`config.mk`:
```
export PLATFORM = sky130hd
export DESIGN_NAME = pb_inject_sched_flat
export DESIGN_NICKNAME = d
export VERILOG_FILES = /design/src/rtl/pb_inject_sched_if.sv /design/src/rtl/pb_inject_sched.sv /design/src/flat_wrapper.sv
export SDC_FILE = /design/constraint.sdc
export NUM_CORES = 1
export LEC_CHECK = 0
export ABC_CLOCK_PERIOD_IN_PS = 2060
export CAP_MARGIN = 20
export CORE_MARGIN = 2
export CORE_UTILIZATION = 50
export DETAILED_ROUTE_END_ITERATION = 10
export HOLD_SLACK_MARGIN = 0.15
export PLACE_DENSITY = 0.83
export SYNTH_ARGS = -nofsm -noshare
export SYNTH_HDL_FRONTEND = slang
export SYNTH_SLANG_ARGS = --single-unit
export TNS_END_PERCENT = 20
```
`constraint.sdc`:
```
create_clock -name clock -period 2.06 [get_ports clock]
set_input_delay 0.412 -clock clock [delete_from_list [all_inputs] [get_ports clock]]
set_output_delay 0.412 -clock clock [all_outputs]
set_load 0.02 [all_outputs]
```
`src/rtl/pb_inject_sched_if.sv`:
```
// Pin bundle between the board-facing button side and the pushbutton inject scheduler.
// master drives the raw buttons and pipeline status; slave is the scheduler.
interface pb_inject_sched_if;
    logic       pb1_raw;
    logic       pb2_raw;
    logic       stall;
    logic       redirect;
    logic       pb1_inj;
    logic       pb2_inj;
    logic       busy;
    logic [1:0] pend1;
    logic [1:0] pend2;
    logic [7:0] drop_cnt;

    modport master (
        output pb1_raw, pb2_raw, stall, redirect,
        input  pb1_inj, pb2_inj, busy, pend1, pend2, drop_cnt
    );

    modport slave (
        input  pb1_raw, pb2_raw, stall, redirect,
        output pb1_inj, pb2_inj, busy, pend1, pend2, drop_cnt
    );
endinterface

```
`src/rtl/pb_inject_sched.sv`:
```
// Debounces two pushbuttons, queues their presses and injects them into fetch
// one at a time, round-robin, only on cycles where fetch is free to take them.
module pb_inject_sched #(
    parameter int SYNC_STAGES = 2,
    parameter int DEB_CYCLES  = 16,
    parameter int QDEPTH      = 3,
    parameter int GAP         = 4
) (
    input  logic                clock,
    input  logic                aclr,
    pb_inject_sched_if.slave    bus
);
    localparam int         CNT_W = $clog2(DEB_CYCLES + 1);
    localparam int         GAP_W = $clog2(GAP + 1);
    localparam logic [1:0] QMAX  = 2'(QDEPTH);

    typedef enum logic [1:0] {ST_IDLE, ST_INJECT, ST_GAP} state_t;

    logic [SYNC_STAGES-1:0] sync_q    [2];
    logic [CNT_W-1:0]       deb_cnt_q [2];
    logic [1:0]             pend_q    [2];
    logic [1:0]             deb_lvl_q;
    logic [1:0]             deb_prev_q;
    logic [1:0]             raw;
    logic [1:0]             press;
    logic [1:0]             inj;
    logic [1:0]             drop;
    logic [7:0]             drop_cnt_q;
    logic [8:0]             drop_sum;

    state_t           state_q, state_d;
    logic             grant_q, grant_d;   // 0 = button 1, 1 = button 2
    logic             last_q, last_d;
    logic [GAP_W-1:0] gap_q, gap_d;

    assign raw   = {bus.pb2_raw, bus.pb1_raw};
    assign press = deb_lvl_q & ~deb_prev_q;

    // Synchronise, then flip the debounced level only after DEB_CYCLES
    // consecutive disagreeing samples.
    always_ff @(posedge clock) begin
        if (aclr) begin
            for (int i = 0; i < 2; i++) begin
                sync_q[i]    <= '0;
                deb_cnt_q[i] <= '0;
            end
            deb_lvl_q  <= '0;
            deb_prev_q <= '0;
        end else begin
            for (int i = 0; i < 2; i++) begin
                sync_q[i] <= {sync_q[i][SYNC_STAGES-2:0], raw[i]};
                if (sync_q[i][SYNC_STAGES-1] != deb_lvl_q[i]) begin
                    if (deb_cnt_q[i] == CNT_W'(DEB_CYCLES - 1)) begin
                        deb_lvl_q[i] <= ~deb_lvl_q[i];
                        deb_cnt_q[i] <= '0;
                    end else begin
                        deb_cnt_q[i] <= deb_cnt_q[i] + 1'b1;
                    end
                end else begin
                    deb_cnt_q[i] <= '0;
                end
            end
            deb_prev_q <= deb_lvl_q;
        end
    end

    // NOTE: every variable driven here gets a default first, so no path can infer a latch.
    always_comb begin
        state_d = state_q;
        grant_d = grant_q;
        last_d  = last_q;
        gap_d   = gap_q;
        inj     = 2'b00;
        case (state_q)
            ST_IDLE: begin
                if (pend_q[0] != 2'd0 || pend_q[1] != 2'd0) begin
                    state_d = ST_INJECT;
                    if (pend_q[0] != 2'd0 && pend_q[1] != 2'd0)
                        grant_d = ~last_q;
                    else
                        grant_d = (pend_q[1] != 2'd0);
                end
            end
            ST_INJECT: begin
                if (!bus.stall && !bus.redirect) begin
                    inj     = grant_q ? 2'b10 : 2'b01;
                    last_d  = grant_q;
                    gap_d   = GAP_W'(GAP - 1);
                    state_d = ST_GAP;
                end
            end
            ST_GAP: begin
                // The IDLE arbitration cycle is the last of the GAP quiet cycles.
                if (gap_q <= GAP_W'(1))
                    state_d = ST_IDLE;
                else
                    gap_d = gap_q - 1'b1;
            end
            default: state_d = ST_IDLE;
        endcase
    end

    // A press on a full queue is lost unless the same cycle's injection frees a slot.
    always_comb begin
        drop = 2'b00;
        for (int i = 0; i < 2; i++)
            drop[i] = press[i] && !inj[i] && (pend_q[i] == QMAX);
        drop_sum = {1'b0, drop_cnt_q} + 9'(drop[0]) + 9'(drop[1]);
    end

    always_ff @(posedge clock) begin
        if (aclr) begin
            state_q    <= ST_IDLE;
            grant_q    <= 1'b0;
            last_q     <= 1'b1;
            gap_q      <= '0;
            drop_cnt_q <= '0;
            for (int i = 0; i < 2; i++)
                pend_q[i] <= 2'd0;
        end else begin
            state_q    <= state_d;
            grant_q    <= grant_d;
            last_q     <= last_d;
            gap_q      <= gap_d;
            drop_cnt_q <= drop_sum[8] ? 8'hFF : drop_sum[7:0];
            for (int i = 0; i < 2; i++) begin
                if (press[i] && !inj[i] && pend_q[i] != QMAX)
                    pend_q[i] <= pend_q[i] + 1'b1;
                else if (inj[i] && !press[i])
                    pend_q[i] <= pend_q[i] - 1'b1;
            end
        end
    end

    assign bus.pb1_inj  = inj[0];
    assign bus.pb2_inj  = inj[1];
    assign bus.busy     = (state_q != ST_IDLE);
    assign bus.pend1    = pend_q[0];
    assign bus.pend2    = pend_q[1];
    assign bus.drop_cnt = drop_cnt_q;
endmodule

```
`src/flat_wrapper.sv`:
```
// flat-port wrapper written by rule: the top's interface ports become plain ports
module pb_inject_sched_flat 
#(
    parameter int SYNC_STAGES = 2,
    parameter int DEB_CYCLES  = 16,
    parameter int QDEPTH      = 3,
    parameter int GAP         = 4
)
  (clock, aclr, bus_pb1_raw, bus_pb2_raw, bus_stall, bus_redirect, bus_pb1_inj, bus_pb2_inj, bus_busy, bus_pend1, bus_pend2, bus_drop_cnt);
  pb_inject_sched_if bus_i ();
  input  logic clock;
  input  logic aclr;
  input wire logic [$bits(bus_i.pb1_raw)-1:0] bus_pb1_raw;
  input wire logic [$bits(bus_i.pb2_raw)-1:0] bus_pb2_raw;
  input wire logic [$bits(bus_i.stall)-1:0] bus_stall;
  input wire logic [$bits(bus_i.redirect)-1:0] bus_redirect;
  output wire logic [$bits(bus_i.pb1_inj)-1:0] bus_pb1_inj;
  output wire logic [$bits(bus_i.pb2_inj)-1:0] bus_pb2_inj;
  output wire logic [$bits(bus_i.busy)-1:0] bus_busy;
  output wire logic [$bits(bus_i.pend1)-1:0] bus_pend1;
  output wire logic [$bits(bus_i.pend2)-1:0] bus_pend2;
  output wire logic [$bits(bus_i.drop_cnt)-1:0] bus_drop_cnt;
  assign bus_i.pb1_raw = bus_pb1_raw;
  assign bus_i.pb2_raw = bus_pb2_raw;
  assign bus_i.stall = bus_stall;
  assign bus_i.redirect = bus_redirect;
  assign bus_pb1_inj = bus_i.pb1_inj;
  assign bus_pb2_inj = bus_i.pb2_inj;
  assign bus_busy = bus_i.busy;
  assign bus_pend1 = bus_i.pend1;
  assign bus_pend2 = bus_i.pend2;
  assign bus_drop_cnt = bus_i.drop_cnt;
  pb_inject_sched #(.SYNC_STAGES(SYNC_STAGES), .DEB_CYCLES(DEB_CYCLES), .QDEPTH(QDEPTH), .GAP(GAP)) u_core (.clock(clock), .aclr(aclr), .bus(bus_i));
endmodule
```
Word-level counts from Yosys, hierarchy flattened
Memory sizes are Yosys's and may differ from the RTL's.
Cells that the tools add are included.
Storage, ports and cells
  output and inout bits: 15
  bits in writable memories: 18
  logic and storage cells: 143
  input bits: 6
  memories: 3
  flip-flop bits (word level): 19
Cells by class
  reductions and logical operators: 28
  $add $sub $neg: 9
  equality and inequality tests: 14
  bitwise logic cells: 17
  $lt $le $gt $ge: 1
  muxes and demuxes: 63
Memories
  u_core.deb_cnt_q: depth 2, bits a word 5, rd ports 2, clocked after Yosys merged registers in 0, wr ports 2, line pb_inject_sched.sv:20  | logic [CNT_W-1:0] deb_cnt_q [2];
  u_core.pend_q: depth 2, bits a word 2, rd ports 2, clocked after Yosys merged registers in 0, wr ports 2, line pb_inject_sched.sv:21  | logic [1:0] pend_q [2];
  u_core.sync_q: depth 2, bits a word 2, rd ports 2, clocked after Yosys merged registers in 0, wr ports 2, line pb_inject_sched.sv:19  | logic [SYNC_STAGES-1:0] sync_q [2];
Operator list (count)
  2-to-1 mux 1 bit: 40
  2-to-1 mux 5 bit: 6
  2-to-1 mux 2 bit: 12
  OR 1 bit: 12
  adder 5 x 1 -> 5 bit, second input constant: 2
  equality test 5 x 4 -> 1 bit, second input constant: 2
  logical AND 1 bit: 10
  adder 8 x 1 -> 9 bit: 1
  adder 9 x 1 -> 9 bit: 1
  2-to-1 mux 8 bit: 1
  AND reduction 2 bit: 4
  nonzero test 2 bit: 4
  equality test 2 bit, second input constant: 3
  zero test 1 bit: 6
  2-to-1 mux 3 bit: 2
  != test 2 x 1 -> 1 bit, second input constant: 3
  != test 2 bit, second input constant: 3
  one-hot mux 2 bit (3 select lines): 1
  one-hot mux 3 bit (2 select lines): 1
  AND reduction 3 bit: 2
  adder 2 x 1 -> 2 bit, second input constant: 2
  subtractor 2 x 1 -> 2 bit, second input constant: 2
  <= comparator 3 x 1 -> 1 bit, second input constant: 1
  NOT 1 bit: 3
  other kinds (7): 8

Logic depth before layout (Yosys ltp)
  depth after elaboration: 12
  mapped depth: 9
  depth with buffers taken out: 9

Worst setup path after synthesis
OpenSTA, ideal clock, no wires.
  kind: register to register
  start: register u_core.state_q[1]
  end: register u_core.drop_cnt_q[0] (netlist: u_core.bus.drop_cnt[0])
  stages on the path, launching flop included: 10
  setup slack: -133 ps
  setup time: 132 ps
  arrival: 2061 ps
  cells stage by stage: dfxtp_1 -> inv_1 -> ha_1 -> nor4b_4 -> nor3_1 -> fa_1 -> nand4_1 -> nor2_1 -> nand3_1 -> a21oi_1
Between the ends
  longest elaborated chain between the ends: 8
  elaborated cells on any way between the ends: 11
RTL lines
  start, declared: line pb_inject_sched.sv:31  | state_t state_q, state_d;
  start signal, assigned: line pb_inject_sched.sv:121  | state_q <= state_d;
  equality test 2 x 1 -> 1 bit: line pb_inject_sched.sv:74  | case (state_q)
  2-to-1 mux 2 bit: line pb_inject_sched.sv:74
  named net bus_pb1_inj: line flat_wrapper.sv:17  | output wire logic [$bits(bus_i.pb1_inj)-1:0] bus_pb1_inj;
  zero test 1 bit: line pb_inject_sched.sv:107  | drop[i] = press[i] && !inj[i] && (pend_q[i] == QMAX);
  logical AND 1 bit (2 in a row): line pb_inject_sched.sv:107
  adder 8 x 1 -> 9 bit: line pb_inject_sched.sv:108  | drop_sum = {1'b0, drop_cnt_q} + 9'(drop[0]) + 9'(drop[1]);
  adder 9 x 1 -> 9 bit: line pb_inject_sched.sv:108
  2-to-1 mux 8 bit: line pb_inject_sched.sv:125  | drop_cnt_q <= drop_sum[8] ? 8'hFF : drop_sum[7:0];
  end signal, assigned: line pb_inject_sched.sv:125
  end, declared: line pb_inject_sched.sv:28  | logic [7:0] drop_cnt_q;
The timed path passes the listed nets, and every way through them passes these cells.
A chain may end at the register's enable or synchronous reset.

Worst setup path after layout
  start: register u_core.state_q[1]
  end: register u_core.drop_cnt_q[1] (netlist: u_core.bus.drop_cnt[1])
Between the ends
  longest elaborated chain between the ends: 8
  elaborated cells on any way between the ends: 11
RTL lines (line)
  equality test 2 x 1 -> 1 bit *: pb_inject_sched.sv:74
  2-to-1 mux 2 bit *: pb_inject_sched.sv:74
  zero test 1 bit: pb_inject_sched.sv:107
  logical AND 1 bit (2 in a row): pb_inject_sched.sv:107
  adder 8 x 1 -> 9 bit: pb_inject_sched.sv:108
  adder 9 x 1 -> 9 bit *: pb_inject_sched.sv:108
  2-to-1 mux 8 bit *: pb_inject_sched.sv:125
Every way passes the cells marked *; elsewhere a longest branch is shown, timed or not.

==> flow_summary.json <==
{
  "cts_root_buf": "clkbuf_4",
  "ys_top_cells_by_area": "dfxtp_1, edfxtp_1, ha_1",
  "vias": 1398,
  "status": "finished clean",
  "drt-initial-drc-count": 59,
  "cp-start-kind": "flop",
  "final_area_mm2": 0.00240,
  "critPathRequiredTime_ns": 2.34,
  "fin_worst_skew_ns": 0.0159,
  "hold_viol": 0,
  "io_pins": 21,
  "path_class": "reg -> reg",
  "clock_latency_ns": 0.35,
  "diodes": 0,
  "die_h_um": 64.5,
  "numCtsBuffers": 5,
  "synth-edff-count": 14,
  "arrival_ns": 2.32,
  "dieArea_mm2": 0.00417,
  "vdd_ir_drop_max_uv": 466,
  "fillers": 271,
  "drive_above_1_share_pct": 18.6,
  "grtUsageMet3_pct": 4.51,
  "use_met1_pct": 22.4,
  "grt_busiest_layer": "met2",
  "ant_nets": 0,
  "cts_buffer_depth": 2,
  "antenna_found_initial": 0,
  "coreArea_mm2": 0.00342,
  "h-tree-depth": 2,
  "synth-seq-cells": 37,
  "grt_pass1_wl_um": 5750,
  "maxCapViolCount": 0,
  "yosysMostFrequentCell": "dfxtp_1",
  "leakage_nw": 0.975,
  "grt.overflow.total": 0,
  "finalSetupViolCount": 0,
  "synth-seq-area-share_pct": 48.1,
  "period_needed_ns": 2.04,
  "wl_per_cell_um": 12.9,
  "syn_area_mm2": 0.00183,
  "powerDensity_mw_per_mm2": 803,
  "grt_usage_pct": 17.7,
  "die_w_um": 64.5,
  "grt_max_degree": 13,
  "use_met2_pct": 29.8,
  "dp_hpwl_um": 2460,
  "rows": 21,
  "cp-end-kind": "flop",
  "synthArstFlopShare_pct": 0,
  "netlist_instances": 181,
  "rsz0062_at_grt": "true",
  "ys_top_cells_by_count": "dfxtp_1, nor2_1, inv_1, edfxtp_1, ha_1",
  "synth_ff_type": "dfxtp_1",
  "hold_path_class": "reg -> reg",
  "path_max_fanout": 5,
  "dpl-instance-area_mm2": 0.00221,
  "nets": 249,
  "first_pass_iters": 4,
  "start_util_pct": 53.7,
  "period_share_pct": 99.0,
  "postSynthAreaPerCell_um2": 10.1,
  "ys_types": 41,
  "wirelength_um": 3580,
  "syn2layout_area_growth_pct": 30.9,
  "synth_top_area_share_pct": 25.1,
  "gp_congestion": 0.817,
  "grt_pass1_vias": 1332,
  "yosysWarnings": 0,
  "fmax_mhz": 490,
  "fin_tns_setup_ns": 0,
  "clk_pin_slew_ns": 0.11,
  "drc": 0,
  "cts.sinks": 37,
  "slew_violations": 0,
  "portBuffers": 20,
  "yosys.area.top_type": "dfxtp_1",
  "drt-vias-per-instance": 5.05,
  "cts_tree": "done"
}
==> what timing repair did <==
| item | in CTS | in global routing |
|---|---|---|
| hold buffers | 0 | 0 |
| buffers inserted | 0 | 5 |
| resized for setup | 6 | 14 |
| endpoints found under the setup margin | 10 | 9 |
| pin swaps | 1 | 6 |
==> critical path: stages (launching register included) <==
cell,delay [ns]
dfxtp_2,0.36
inv_2,0.06
ha_4,0.18
nor4b_4,0.14
nor3_2,0.23
fa_2,0.25
nand4_1,0.23
nor2_4,0.24
nand3_4,0.14
a21oi_2,0.15
==> sequential cells by signal, indices dropped and copies added (netlist names) <==
| register | flops |
|---|---|
| u_core.last_q | 1 |
| u_core.deb_cnt_q | 10 |
| u_core.bus.drop_cnt | 8 |
| u_core.gap_q | 3 |
| u_core.deb_lvl_q | 2 |
| u_core.sync_q | 4 |
| u_core.state_q | 2 |
| u_core.pend_q | 4 |
| u_core.deb_prev_q | 2 |
| u_core.grant_q | 1 |
==> cell families after synthesis <==
logic type / synth area share, %
AOI/OAI and AO/OA: 11.6
muxes: 2.18
other: 0.205
adders and majority gates: 9.28
DFF: 48.1
and+or+nand+nor: 20.0
xor gates and xnor gates: 4.78
buffers and inverters: 3.89
==> metal layers <==
| metal | vias to the layer above | wire [um] |
|---|---|---|
| met1 | 651 | 1680 |
| met4 | 0 | 49 |
| met3 | 5 | 151 |
| met5 | - | 0 |
| li1 | 720 | - |
| met2 | 22 | 1700 |
==> path summary, 6_finish.rpt <==
path,from,to,slack [ns],cells after the start
max,u_core.state_q[1],u_core.bus.drop_cnt[1],0.02,9
min,u_core.sync_q[0][0],u_core.sync_q[0][1],0.45,1
max reg2reg,u_core.state_q[1],u_core.bus.drop_cnt[1],0.02,9
min reg2reg,u_core.sync_q[0][0],u_core.sync_q[0][1],0.45,1
==> per-stage QoR <==
stage | hold slack [ns] | cells | utilization [%] | setup slack, ns | power [mW]
global placement | 0.421 | 264 | 64.8 | -0.324 | 1.37
finish | 0.451 | 277 | 70.2 | 0.0197 | 1.93
CTS | 0.459 | 272 | 67.6 | -0.0136 | 1.88
detailed placement | 0.431 | 264 | 64.8 | -0.409 | 1.38
global route | 0.475 | 277 | 70.2 | -0.0920 | 2.04
floorplan | 0.414 | 190 | - | 0.0140 | 1.21
==> layout by cell type (no fill, tap or decap), drive strengths merged, types with 4 or more instances in the layout <==
cell type	n
clkbuf	6
nor2	20
inv	16
nor2b	10
xor2	4
nand3	4
clkdlybuf4s50	15
ha	12
o21ai	6
xnor2	6
nand2	10
edfxtp	14
nand2b	5
conb	10
a21oi	10
dfxtp	23
buf	17
mux2i	4
==> cell type report <==
class                           count  area (um^2)  area share [%]
Clock buffer                        6         41.3            1.72
Clock inverter                      2         38.8            1.62
Tap cell                           46         57.6            2.40
Multi-Input combinational cell    134          997            41.6
Timing Repair Buffer               36          320            13.4
Inverter                           16         60.1            2.50
Sequential cell                    37          883            36.8
==> power breakdown <==
group          total, mW  switching, mW  internal (mW)
Sequential         0.881         0.0566          0.825
Combinational      0.535          0.270          0.266
Clock              0.510          0.251          0.258
Total               1.93          0.578           1.35
No activity file was read; power rests on OpenSTA's default activity.
